**src/rtl/vending_pkg.sv**
```systemverilog
// Shared types and default sizing for the change-return controller.
package vending_pkg;

  typedef enum logic [1:0] {
    ST_IDLE     = 2'd0,
    ST_COUNT    = 2'd1,
    ST_DISPENSE = 2'd2,
    ST_DONE     = 2'd3
  } state_t;

  localparam int DEF_NUM_COINS   = 3;
  localparam int DEF_TOTAL_BITS  = 31;
  localparam int DEF_WAIT_CYCLES = 10;
  localparam int DEF_INV_BITS    = 8;

endpackage

```
**src/rtl/return_change_ctrl_if.sv**
```systemverilog
// Coin-selection bundle: the controller offers balance/inventory, the selector answers with a coin.
interface return_change_ctrl_if
  import vending_pkg::*;
#(
  parameter int NUM_COINS  = DEF_NUM_COINS,
  parameter int TOTAL_BITS = DEF_TOTAL_BITS,
  parameter int INV_BITS   = DEF_INV_BITS
);
  localparam int IW = $clog2(NUM_COINS);

  logic [NUM_COINS*TOTAL_BITS-1:0] values;
  logic [NUM_COINS*INV_BITS-1:0]   inv;
  logic [TOTAL_BITS-1:0]           remaining;
  logic                            valid;
  logic [IW-1:0]                   idx;

  // valid/idx are a pure function of values/inv/remaining in the same cycle; no handshake.
  modport master (output values, output inv, output remaining, input valid, input idx);
  modport slave  (input values, input inv, input remaining, output valid, output idx);
endinterface

```
**src/rtl/return_change_ctrl_coin_select.sv**
```systemverilog
// Greedy selector: largest denomination that fits the remaining balance and is in stock.
module coin_select
  import vending_pkg::*;
#(
  parameter int NUM_COINS  = DEF_NUM_COINS,
  parameter int TOTAL_BITS = DEF_TOTAL_BITS,
  parameter int INV_BITS   = DEF_INV_BITS
) (
  return_change_ctrl_if.slave sel
);
  localparam int IW = $clog2(NUM_COINS);

  // Ascending scan so the last eligible (largest) denomination wins.
  always_comb begin
    sel.valid = 1'b0;
    sel.idx   = '0;
    for (int k = 0; k < NUM_COINS; k++) begin
      if (sel.values[k*TOTAL_BITS +: TOTAL_BITS] <= sel.remaining &&
          sel.inv[k*INV_BITS +: INV_BITS] != '0) begin
        sel.valid = 1'b1;
        sel.idx   = IW'(k);
      end
    end
  end
endmodule

```
**src/rtl/return_change_ctrl.sv**
```systemverilog
// Change-return controller: idle timeout / user trigger, then ejects coins greedily one per handshake.
module return_change_ctrl
  import vending_pkg::*;
#(
  parameter int NUM_COINS   = DEF_NUM_COINS,
  parameter int TOTAL_BITS  = DEF_TOTAL_BITS,
  parameter int WAIT_CYCLES = DEF_WAIT_CYCLES,
  parameter int INV_BITS    = DEF_INV_BITS
) (
  input  logic                               clk,
  input  logic                               reset_n,
  input  logic [NUM_COINS*TOTAL_BITS-1:0]    i_coin_values,
  input  logic [TOTAL_BITS-1:0]              i_current_total,
  input  logic                               i_activity,
  input  logic                               i_trigger_return,
  input  logic                               i_inv_load,
  input  logic [NUM_COINS*INV_BITS-1:0]      i_inv_counts,
  input  logic [NUM_COINS-1:0]               i_inv_add,
  input  logic                               i_coin_ready,
  output logic                               o_coin_valid,
  output logic [$clog2(NUM_COINS)-1:0]       o_coin_idx,
  output logic [TOTAL_BITS-1:0]              o_return_total,
  output logic [TOTAL_BITS-1:0]              o_residual,
  output logic                               o_done,
  output logic                               o_busy,
  output logic [$clog2(WAIT_CYCLES+1)-1:0]   o_wait_time
);
  localparam int IW = $clog2(NUM_COINS);
  localparam int TW = $clog2(WAIT_CYCLES+1);
  localparam logic [TW-1:0] WAIT_INIT = TW'(WAIT_CYCLES);

  state_t                        r_state;
  logic [TW-1:0]                 r_timer;
  logic [NUM_COINS*INV_BITS-1:0] r_inv;
  logic [TOTAL_BITS-1:0]         r_remaining;
  logic [TOTAL_BITS-1:0]         r_return_total;
  logic [TOTAL_BITS-1:0]         r_residual;
  logic                          r_coin_valid;
  logic [IW-1:0]                 r_coin_idx;
  logic                          r_done;

  logic                          w_accept;
  logic [TOTAL_BITS-1:0]         w_acc_value;
  logic [TOTAL_BITS-1:0]         w_rem_after;
  logic [TOTAL_BITS-1:0]         w_ret_after;
  logic [NUM_COINS*INV_BITS-1:0] w_inv_next;

  // o_coin_valid is only ever set in DISPENSE, so this is the accept strobe.
  assign w_accept = r_coin_valid && i_coin_ready;

  always_comb begin
    w_acc_value = '0;
    for (int k = 0; k < NUM_COINS; k++) begin
      if (w_accept && r_coin_idx == IW'(k))
        w_acc_value = i_coin_values[k*TOTAL_BITS +: TOTAL_BITS];
    end
  end

  assign w_rem_after = r_remaining - w_acc_value;
  assign w_ret_after = r_return_total + w_acc_value;

  // Deposit and eject of the same denomination in one cycle cancel out.
  always_comb begin
    w_inv_next = r_inv;
    for (int k = 0; k < NUM_COINS; k++) begin
      if (i_inv_load) begin
        w_inv_next[k*INV_BITS +: INV_BITS] = i_inv_counts[k*INV_BITS +: INV_BITS];
      end else if (i_inv_add[k] && !(w_accept && r_coin_idx == IW'(k))) begin
        if (r_inv[k*INV_BITS +: INV_BITS] != {INV_BITS{1'b1}})
          w_inv_next[k*INV_BITS +: INV_BITS] = r_inv[k*INV_BITS +: INV_BITS] + INV_BITS'(1);
      end else if (!i_inv_add[k] && w_accept && r_coin_idx == IW'(k)) begin
        w_inv_next[k*INV_BITS +: INV_BITS] = r_inv[k*INV_BITS +: INV_BITS] - INV_BITS'(1);
      end
    end
  end

  // Selection looks at post-accept state so back-to-back coins need no bubble.
  return_change_ctrl_if #(
    .NUM_COINS (NUM_COINS),
    .TOTAL_BITS(TOTAL_BITS),
    .INV_BITS  (INV_BITS)
  ) u_sel_if ();

  assign u_sel_if.values    = i_coin_values;
  assign u_sel_if.inv       = w_inv_next;
  assign u_sel_if.remaining = w_rem_after;

  coin_select #(
    .NUM_COINS (NUM_COINS),
    .TOTAL_BITS(TOTAL_BITS),
    .INV_BITS  (INV_BITS)
  ) u_coin_select (
    .sel(u_sel_if)
  );

  always_ff @(posedge clk) begin
    if (!reset_n) begin
      r_state        <= ST_IDLE;
      r_timer        <= WAIT_INIT;
      r_inv          <= '0;
      r_remaining    <= '0;
      r_return_total <= '0;
      r_residual     <= '0;
      r_coin_valid   <= 1'b0;
      r_coin_idx     <= '0;
      r_done         <= 1'b0;
    end else begin
      r_inv <= w_inv_next;
      case (r_state)
        ST_IDLE: begin
          r_timer <= WAIT_INIT;
          r_done  <= 1'b0;
          if (i_trigger_return) begin
            r_state        <= ST_DISPENSE;
            r_remaining    <= i_current_total;
            r_return_total <= '0;
            r_residual     <= '0;
            r_coin_valid   <= 1'b0;
          end else if (i_current_total != '0) begin
            r_state <= ST_COUNT;
          end
        end
        ST_COUNT: begin
          if (i_trigger_return || r_timer == TW'(1) || r_timer == '0) begin
            if (!i_trigger_return) r_timer <= '0;
            r_state        <= ST_DISPENSE;
            r_remaining    <= i_current_total;
            r_return_total <= '0;
            r_residual     <= '0;
            r_coin_valid   <= 1'b0;
          end else if (i_current_total == '0) begin
            r_state <= ST_IDLE;
            r_timer <= WAIT_INIT;
          end else if (i_activity) begin
            r_timer <= WAIT_INIT;
          end else begin
            r_timer <= r_timer - TW'(1);
          end
        end
        ST_DISPENSE: begin
          // A presented coin is frozen until the ejector takes it.
          if (!r_coin_valid || i_coin_ready) begin
            r_remaining    <= w_rem_after;
            r_return_total <= w_ret_after;
            r_coin_valid   <= u_sel_if.valid;
            r_coin_idx     <= u_sel_if.idx;
            if (!u_sel_if.valid) begin
              r_state    <= ST_DONE;
              r_done     <= 1'b1;
              r_residual <= w_rem_after;
            end
          end
        end
        ST_DONE: begin
          r_done  <= 1'b0;
          r_timer <= WAIT_INIT;
          r_state <= ST_IDLE;
        end
        default: r_state <= ST_IDLE;
      endcase
    end
  end

  assign o_coin_valid   = r_coin_valid;
  assign o_coin_idx     = r_coin_idx;
  assign o_return_total = r_return_total;
  assign o_residual     = r_residual;
  assign o_done         = r_done;
  assign o_busy         = (r_state == ST_DISPENSE) || (r_state == ST_DONE);
  assign o_wait_time    = r_timer;

endmodule

```
**config.mk**
```make
export PLATFORM = sky130hd
export DESIGN_NAME = return_change_ctrl
export DESIGN_NICKNAME = d
export VERILOG_FILES = /design/src/rtl/vending_pkg.sv /design/src/rtl/return_change_ctrl_if.sv /design/src/rtl/return_change_ctrl_coin_select.sv /design/src/rtl/return_change_ctrl.sv
export SDC_FILE = /design/constraint.sdc
export NUM_CORES = 1
export LEC_CHECK = 0
export BUFFER_PORTS_ARGS = -buffer_cell sky130_fd_sc_hd__buf_2
export CELL_PAD_IN_SITES_DETAIL_PLACEMENT = 0
export CELL_PAD_IN_SITES_GLOBAL_PLACEMENT = 1
export CORE_UTILIZATION = 46
export DETAILED_ROUTE_END_ITERATION = 7
export PLACE_DENSITY_LB_ADDON = 0.1
export SLEW_MARGIN = 0
export SYNTH_ARGS = -nofsm -noshare
export SYNTH_HDL_FRONTEND = slang
export SYNTH_SLANG_ARGS = --single-unit
```
**constraint.sdc**
```tcl
create_clock -name clk -period 12.65 [get_ports clk]
set_input_delay 1.265 -clock clk [delete_from_list [all_inputs] [get_ports clk]]
set_output_delay 1.265 -clock clk [all_outputs]
set_load 0.03 [all_outputs]
```
* Word-level counts from Yosys, hierarchy flattened
Index checks and enable logic that the tools add are counted.
** Cells by class
- Multiplexer cells :: 50
- Reduce and logical (&&, ||, !) cells :: 45
- $add $sub $neg :: 9
- Eq/ne operators :: 16
- Magnitude comparators :: 3
** Operators with widths (count)
- two-way mux 31 bit :: 11
- case mux 31 bit (3 select lines) :: 3
- two-way mux 8 bit :: 12
- less-or-equal comparator 31 bit :: 3
- adder 31 bit :: 1
- logical NOT 31 bit :: 1
- nonzero test 31 bit :: 1
- subtractor 31 bit :: 1
- adder 8 x 1 -> 8 bit (second input constant) :: 3
- inequality test 8 bit (second input constant) :: 3
- nonzero test 8 bit :: 3
- subtractor 8 x 1 -> 8 bit (second input constant) :: 3
- logical AND 1 bit :: 16
- two-way mux 4 bit :: 4
- two-way mux 2 bit :: 7
- two-way mux 1 bit :: 9
- inequality test 3 bit (second input constant) :: 3
- inequality test 2 bit (second input constant) :: 4
- case mux 2 bit (4 select lines) :: 1
- case mux 4 bit (2 select lines) :: 1
- AND reduction 4 bit :: 2
- logical NOT 1 bit :: 7
- == test 2 bit (second input constant) :: 3
- AND reduction 5 bit :: 1
- 13 further kinds :: 20
** Word-level totals
- Bits in registers :: 127
- Logic and storage cells :: 132
- Output and inout bits :: 71
- Input port bits :: 157

* Longest topological paths before layout
Gate-level depths: netlist of run 1.
- Depth after elaboration :: 14
- Mapped depth :: 31
- Gate-level depth less buffers :: 28

* By module
Synthesis of run 1 repeated with hierarchy kept, for this count alone.
** Second synthesis, totals
- Cells, all modules :: 1579
- Area total of the unflattened synthesis :: 12002.8 um2
** Modules (own cells, without submodules)
- return_change_ctrl :: times used 1, cells an instance 1291, seq. area each 2542.4 um2, area an instance 9765.6 um2
- coin_select :: times used 1, cells an instance 288, seq. area each 0.0 um2, area an instance 2237.1 um2

* Worst setup path after synthesis of run 1
OpenSTA, ideal clock, no wires.
- Kind :: input to register
- Start :: input i_coin_ready
- End :: register r_residual[29], in the netlist o_residual[29]
- Buffers on the path :: 3
- Data required time :: 12.533 ns
- Setup time :: 0.117 ns
- Arrival time :: 6.788 ns
- Stages on the path :: 29
- Path slack :: 5.745 ns
- Cell sequence :: and4b_1 > clkbuf_1 > clkbuf_1 > a222oi_1 > inv_1 > ha_1 > inv_1 > fa_1 > a211oi_1 > o211a_1 > nor4_4 > nor4_2 > o31ai_4 > a21oi_1 > o21ai_0 > a31o_2 > a21oi_1 > xnor2_1 > ha_1 > nand2_1 > nor2_1 > nand2_1 > or3_1 > o211ai_1 > o31ai_4 > nor3_4 > o31ai_4 > buf_6 > a22o_1
** On the way
- Longest elaborated chain between the ends :: 13
- Elaborated cells between the ends (all ways) :: 48
- Classes of those cells :: add/sub: 1; order compare: 3; eq/ne: 2; mux: 18; reduce/logical: 24
** Ends and longest elaborated chain
- from (decl) :: RTL line return_change_ctrl.sv:19 : input logic i_coin_ready,
- logical AND 1 bit :: RTL line return_change_ctrl.sv:49 : assign w_accept = r_coin_valid && i_coin_ready;
- logical AND 1 bit (on tied branches) :: RTL line return_change_ctrl.sv:54, return_change_ctrl.sv:68, return_change_ctrl.sv:71
- two-way mux 31 bit (tied with other cells) (2 in a row) :: RTL line return_change_ctrl.sv:54 : if (w_accept && r_coin_idx == IW'(k))
- two-way mux 31 bit or two-way mux 8 bit (tied branches) :: RTL line return_change_ctrl.sv:54, return_change_ctrl.sv:68
- subtractor 31 bit or two-way mux 8 bit (tied branches) :: RTL line return_change_ctrl.sv:59, return_change_ctrl.sv:66
- less-or-equal comparator 31 bit or nonzero test 8 bit (tied branches) :: RTL line return_change_ctrl_coin_select.sv:18, return_change_ctrl_coin_select.sv:19
- logical AND 1 bit :: RTL line return_change_ctrl_coin_select.sv:18 : if (sel.values[k*TOTAL_BITS +: TOTAL_BITS] <= sel.remaining &&
- two-way mux 1 bit (3 in a row) :: RTL line return_change_ctrl_coin_select.sv:18
- inequality test 2 bit (no line)
- AND reduction 5 bit (no line)
- to (signal assigned) :: RTL line return_change_ctrl.sv:150 : r_residual <= w_rem_after;
- to (decl) :: RTL line return_change_ctrl.sv:37 : logic [TOTAL_BITS-1:0] r_residual;
Several ways; a longest one is shown, not always the timed one. The select of a mux whose other input is x is not followed.
A chain may end at the register's enable or synchronous reset.

* Final worst setup path of run 1
- Start :: input i_coin_ready
- End :: register r_residual[17], in the netlist o_residual[17]
The elaborated chain is that of the path after synthesis.

==> metrics.txt, run 1 <==
status=finished clean; family with the most delay on the worst path=compound AO/OA/AOI/OAI gates; die height=between 150 and 200 um; Clock Sinks=~130; global-route wire length before repair=64,600 um; Leak=6.44 nW; Pre-Repair DR Iteration Count=8; HPWL after DPL=~33,000 um; Primary FF master, synth=dfxtp_1; Tot GR Track Use=31.5%; Finish-stage setup viols=0; Non-Filler Instances=approximately 2,000; EDFF count, synth=0; Chip Width=roughly 160 um; Reg area=~2500 um2; Critical Path Slowest Stage Cell=and4b_1; CP peak stage delay=between 0.7 and 0.8 ns; Crit path top cell by count=o31ai_4; Min Clock Period, post-route=around 8.4 ns; initial antenna violation count=0; gr ovfl total=0; fmax=around 120 MHz; PwrDens=~270 nW/um2; largest area contributor in the netlist=dfxtp_1; CTS tree=yes; async set or reset register ratio after synthesis=0%; Final nets=~2,000; Placeable Area=roughly 26,000 um2; # placed instances=between 1,500 and 2,000; Antenna Violating Nets Remaining=0; Seq/Total Area, Yosys=approximately a fifth; vias=12,400; routed vias/inst=between 6 and 7; Port Buf Inserts=~230; RD Place Congestion=1.03; library cells used by synthesis=99; flops & latches, synth=approximately 130; crit path kind=in -> reg; drc violations=0; Startpoint Class=input pin; FP Rows=59; worst-path fanout max=19; Critical Path AT=between 8 and 9 ns; vias in the first global route=between 10,000 and 15,000; clk buf depth=2; Slew HR=26.1%; kind of end point of the critical path=register; layout cell share with drive strength beyond 1=18.4%; Setup TNS=0 ns; postcts setup bufs=0; top post-synthesis cells by area=dfxtp_1, ha_1, nor2_1, xnor2_1, a21oi_1; Critical Path RT=13.02 ns; Final Cycle Share=66.3%; DRC marker count from the first detailed-route iteration=about 1,400; fill count=2,610; commonest cells after routing, fill and taps aside=buf_2, nor2_1, ha_1; initial core utilization=46.8%; Root Buffer=clkbuf_16; area share of the largest cell type after synthesis=20.9%; cts repair resizes=0; fin. max-slew vios=0; Peak VDD IR=0.000133 V; CTS Buf Count=17; ant diodes=0; worst clock skew=between 0.01 and 0.015 ns; Post-Synthesis Cells=between 1,000 and 1,500; H-tree levels=4; synthesized area per cell=8.14 um2; clock latency on the worst-skew pair=between 0.4 and 0.5 ns; total wire length=42,800 um; Syn-to-layout area delta=14.9%; Ports=228; largest net degree at the start of global routing=81; area of the multi-input gates=about 9000 um2; Hold Crit Class=reg -> reg; Die ar.=about 27,000 um2; RSZ-0062 raised after global routing=false; WL/cell=21.2 um; WP buf/inv=5; final hold viol count=0; clock slew at reported path FFs=0.05 ns; Syn Std Cell Area=between 10,000 and 15,000 um2; most common cell after layout, fill and taps aside=buf_2; worst-margin pin slew=1.11 ns; hold buffers post-CTS=0; Ys Warns=0; syn_nets=~1,800; Max Cap Violations=0
[worst paths after layout]
path	from	depth (start not counted)	slack [ns]	end
worst min register to register	o_residual[24]$_SDFFE_PN0P_	1	0.47	o_residual[24]$_SDFFE_PN0P_
worst max register to register	o_coin_valid$_SDFFE_PN0P_	28	4.69	o_residual[17]$_SDFFE_PN0P_
worst min-delay path	o_residual[24]$_SDFFE_PN0P_	1	0.47	o_residual[24]$_SDFFE_PN0P_
worst max-delay path	i_coin_ready	29	4.26	o_residual[17]$_SDFFE_PN0P_
[where the power goes]
| group | internal [W] | switching, W |
|---|---|---|
| clock | 0.000256 | 0.000192 |
| sequential | 0.000462 | 0.0000570 |
| combinational | 0.00108 | 0.00171 |
| total | 0.00180 | 0.00196 |
[synth_stat cells, drive strengths merged, types with 18 or more instances]
cell	number
o21ai	66
nand2b	23
a21o	37
clkbuf	50
buf	21
xnor2	57
xor2	22
nand3	46
a22o	21
nor4	18
nor3	30
nand4	24
a222oi	31
nor2	155
dfxtp	127
nand2	91
nor2b	18
ha	142
mux2i	34
a22oi	23
inv	88
a21oi	94
a211oi	35
[worst reg2reg max path, delay by kind of cell (launching register included)]
kind / cells / cell delay [ns]
adder cells (fa/ha/maj): 3 / 0.93
flip-flops: 1 / 0.55
buffers and inverters: 4 / 1.04
AND/OR/NAND/NOR: 9 / 2.15
XOR/XNOR: 1 / 0.18
AO/OA/AOI/OAI: 11 / 3.07
[final cells by class]
class	instances	area share, %
clock buffer	22	3.32
sequential	127	18.2
multi-input combinational	1208	64.2
clock inverter	7	0.295
timing repair buffer	236	8.61
inverter	89	2.39
tap	335	3.00
[registers in the layout, indices dropped and copies added, names as in the netlist, 2 cells and up]
name            flops
o_residual         31
o_coin_idx          2
r_remaining        31
r_state             2
o_wait_time         4
r_inv              24
o_return_total     31
[through the flow]
| step | setup slack, ns | cell area, um2 | utilization, % | power [W] | hold WS [ns] |
|---|---|---|---|---|---|
| after global placement | 4.14 | 13500 | 51.9 | 0.00326 | 0.445 |
| after global routing | 3.79 | 14000 | 53.8 | 0.00407 | 0.471 |
| after detailed placement | 4.00 | 13500 | 51.9 | 0.00328 | 0.446 |
| after CTS | 4.40 | 14000 | 53.8 | 0.00374 | 0.461 |
| final | 4.26 | 14000 | 53.8 | 0.00375 | 0.465 |
| after floorplan | 5.75 | 12200 | - | 0.00262 | 0.436 |
[routing by layer]
metal	routed length [um]	global-route usage, %
met5	0	0
met4	1610	13.9
met3	3180	6.38
met2	19300	50.4
met1	18800	40.7
[kinds of logic (layout without fill, tap and decap cells)]
family / count (synthesis) / after routing / share of synthesized area (%)
multiplexers: 37 / 37 / 3.11
XOR/XNOR: 86 / 86 / 7.22
adder cells (fa/ha/maj): 150 / 150 / 15.5
flip-flops: 127 / 127 / 20.9
buffers and inverters: 160 / 354 / 5.55
AND/OR/NAND/NOR: 473 / 473 / 19.5
AO/OA/AOI/OAI: 462 / 462 / 28.2
No activity file was read; power rests on OpenSTA's default activity.
==> run 2: changes to the inputs <==
--- a/config.mk
+++ b/config.mk
@@ -8,7 +8,7 @@
 export BUFFER_PORTS_ARGS = -buffer_cell sky130_fd_sc_hd__buf_2
 export CELL_PAD_IN_SITES_DETAIL_PLACEMENT = 0
 export CELL_PAD_IN_SITES_GLOBAL_PLACEMENT = 1
-export CORE_UTILIZATION = 46
+export CORE_UTILIZATION = 42
 export DETAILED_ROUTE_END_ITERATION = 7
 export PLACE_DENSITY_LB_ADDON = 0.1
 export SLEW_MARGIN = 0
==> constraint.sdc (replaced) <==
create_clock -name clk -period 7.9 [get_ports clk]
set_input_delay 0.79 -clock clk [delete_from_list [all_inputs] [get_ports clk]]
set_output_delay 0.79 -clock clk [all_outputs]
set_load 0.03 [all_outputs]
==> run 2 against run 1 <==
  * Final cell count is 2.7% higher
  * Non-clock buffer count is 8 higher
  * Power is 66% higher
  * Worst setup slack worse by 3.8 ns
  * Sequential cell count stayed put
  * Clock power is 90% higher
  * Combinational power is 63% higher
  * Die area is 9.4% higher
  * Critical path type is now reg -> reg
  * Critical endpoint is now o_residual[11]$_SDFFE_PN0P_
  * Largest cell class unchanged
==> metrics.txt, run 2 (synthesis results as in run 1) <==
Pre-Repair DR Iteration Count=7; Finish-stage setup viols=0; Post-Route Utilization=50.4%; path depth of the worst reg2reg path=24; RD Place Congestion=roughly 0.94; CTS Buf Count=17; Peak VDD IR=between 0.00015 and 0.0002 V; gr ovfl total=0; PwrDens=~440 nW/um2; layout cell share with drive strength beyond 1=between 10% and 20%; crit path kind=reg -> reg; kind of end point of the critical path=register; Slew HR=a little over a tenth; global-route wire length before repair=approximately 66,000 um; Clock Sinks=between 100 and 150; # placed instances=between 2,000 and 2,500; drc violations=0; Final nets=1,988; RSZ-0062 raised after global routing=false; cts repair resizes=0; Max Cap Violations=0; Final Cycle Share=approximately 94%; Ports=approximately 230; commonest cells after routing, fill and taps aside=buf_2, nor2_1, ha_1; worst clock skew=0.0166 ns; Antenna Violating Nets Remaining=0; Setup TNS=0 ns; initial antenna violation count=2; Startpoint Class=register; vias=between 10,000 and 15,000; postcts setup bufs=0; Leak=around 6.5 nW; Critical Path RT=approximately 8.3 ns; Root Buffer=clkbuf_16; Syn-to-layout area delta=16.7%; FP Rows=between 60 and 70; fin. max-slew vios=0; setup ws final=between 0.4 and 0.5 ns; Min Clock Period, post-route=~7.4 ns; H-tree levels=4; WL/cell=about 21 um; clock latency on the worst-skew pair=approximately 0.44 ns; routed vias/inst=between 5 and 6; worst-margin pin slew=between 1 and 1.5 ns; Chip Width=172 um; clock slew at reported path FFs=roughly 0.06 ns; Tot GR Track Use=approximately 30%; dpl ws=0.268 ns; hold path depth=2; worst-path fanout max=21; Die ar.=~30,000 um2; CTS tree=yes; most common cell after layout, fill and taps aside=buf_2; Non-Filler Instances=around 2,100; status=finished clean; clk buf depth=2; hold buffers post-CTS=0; Port Buf Inserts=~230; vias in the first global route=around 12,000; total wire length=approximately 44,000 um; Hold Crit Class=reg -> reg; DRC marker count from the first detailed-route iteration=around 1,000; die height=around 170 um; fill count=2,844; Critical Path AT=around 7.8 ns; fmax=approximately 130 MHz; largest net degree at the start of global routing=roughly 80; HPWL after DPL=about 34,000 um; final hold viol count=0; Placeable Area=28,200 um2; initial core utilization=roughly 43%
==> run 2: changes by cell type in the layout (fill, tap and decap cells not counted), sizes merged <==
cell	previous run	this run
buf	236	244
diode	0	1
clkinvlp	1	2
clkbuf	22	18
inv	88	92
clkinv	7	6
bufinv	0	3
==> run 2: layout make-up <==
class | count | area, um2 | area share [%]
diodes | 1 | 2.50 | 0.0176
clock buffers | 18 | 429 | 3.02
clock inverters | 14 | 183 | 1.29
inverters | 89 | 334 | 2.35
multi-input cells | 1208 | 8970 | 63.2
flip-flops and latches | 127 | 2540 | 17.9
well taps | 378 | 473 | 3.33
repair buffers | 244 | 1260 | 8.90
==> run 2: through the flow <==
step | instance area [um2] | hold slack, ns | total power [W]
2_1_floorplan | 12200 | 0.436 | 0.00420
3_3_place_gp | 13600 | 0.450 | 0.00529
3_5_place_dp | 13600 | 0.454 | 0.00531
4_1_cts | 14200 | 0.461 | 0.00619
5_1_grt | 14200 | 0.482 | 0.00671
6_report | 14200 | 0.459 | 0.00622
==> run 2: report_power, final <==
group | total, W | internal [W] | leakage, nW | switching, W
clock | 0.000851 | 0.000503 | 0.293 | 0.000348
sequential | 0.000829 | 0.000738 | 1.04 | 0.0000902
combinational | 0.00454 | 0.00176 | 5.20 | 0.00278
total | 0.00622 | 0.00300 | 6.53 | 0.00322
==> run 2: critical path, stage by stage (launching register included) <==
cell	delay [ns]
dfxtp_1	0.51
and4b_1	0.25
buf_4	0.20
a222oi_1	0.66
ha_1	0.47
a211oi_1	0.39
o21a_1	0.19
o31a_1	0.35
o31ai_1	0.14
a211oi_2	0.40
o21bai_1	0.11
a21oi_1	0.23
o21bai_1	0.09
a21oi_1	0.18
xnor2_1	0.21
inv_1	0.14
ha_1	0.32
nand3_1	0.08
nor2_1	0.19
nand2_1	0.10
or3_1	0.31
o211ai_1	0.28
o31ai_4	0.19
nor3_4	1.10
a22o_1	0.26
==> run 2: path summary, 6_finish.rpt <==
| path | from | end | slack [ns] |
|---|---|---|---|
| setup / recovery | o_coin_idx[1]$_SDFFE_PN0P_ | o_residual[11]$_SDFFE_PN0P_ | 0.46 |
| hold / removal | r_remaining[8]$_SDFFE_PN0P_ | r_remaining[8]$_SDFFE_PN0P_ | 0.46 |
| setup reg to reg | o_coin_idx[1]$_SDFFE_PN0P_ | o_residual[11]$_SDFFE_PN0P_ | 0.46 |
| hold reg to reg | r_remaining[8]$_SDFFE_PN0P_ | r_remaining[8]$_SDFFE_PN0P_ | 0.46 |
==> run 2: per-layer routing <==
layer	routed length, um	GRT usage, %
met1	19700	38.4
met2	20300	49.2
met3	3030	4.37
met4	1040	9.54
met5	13	0
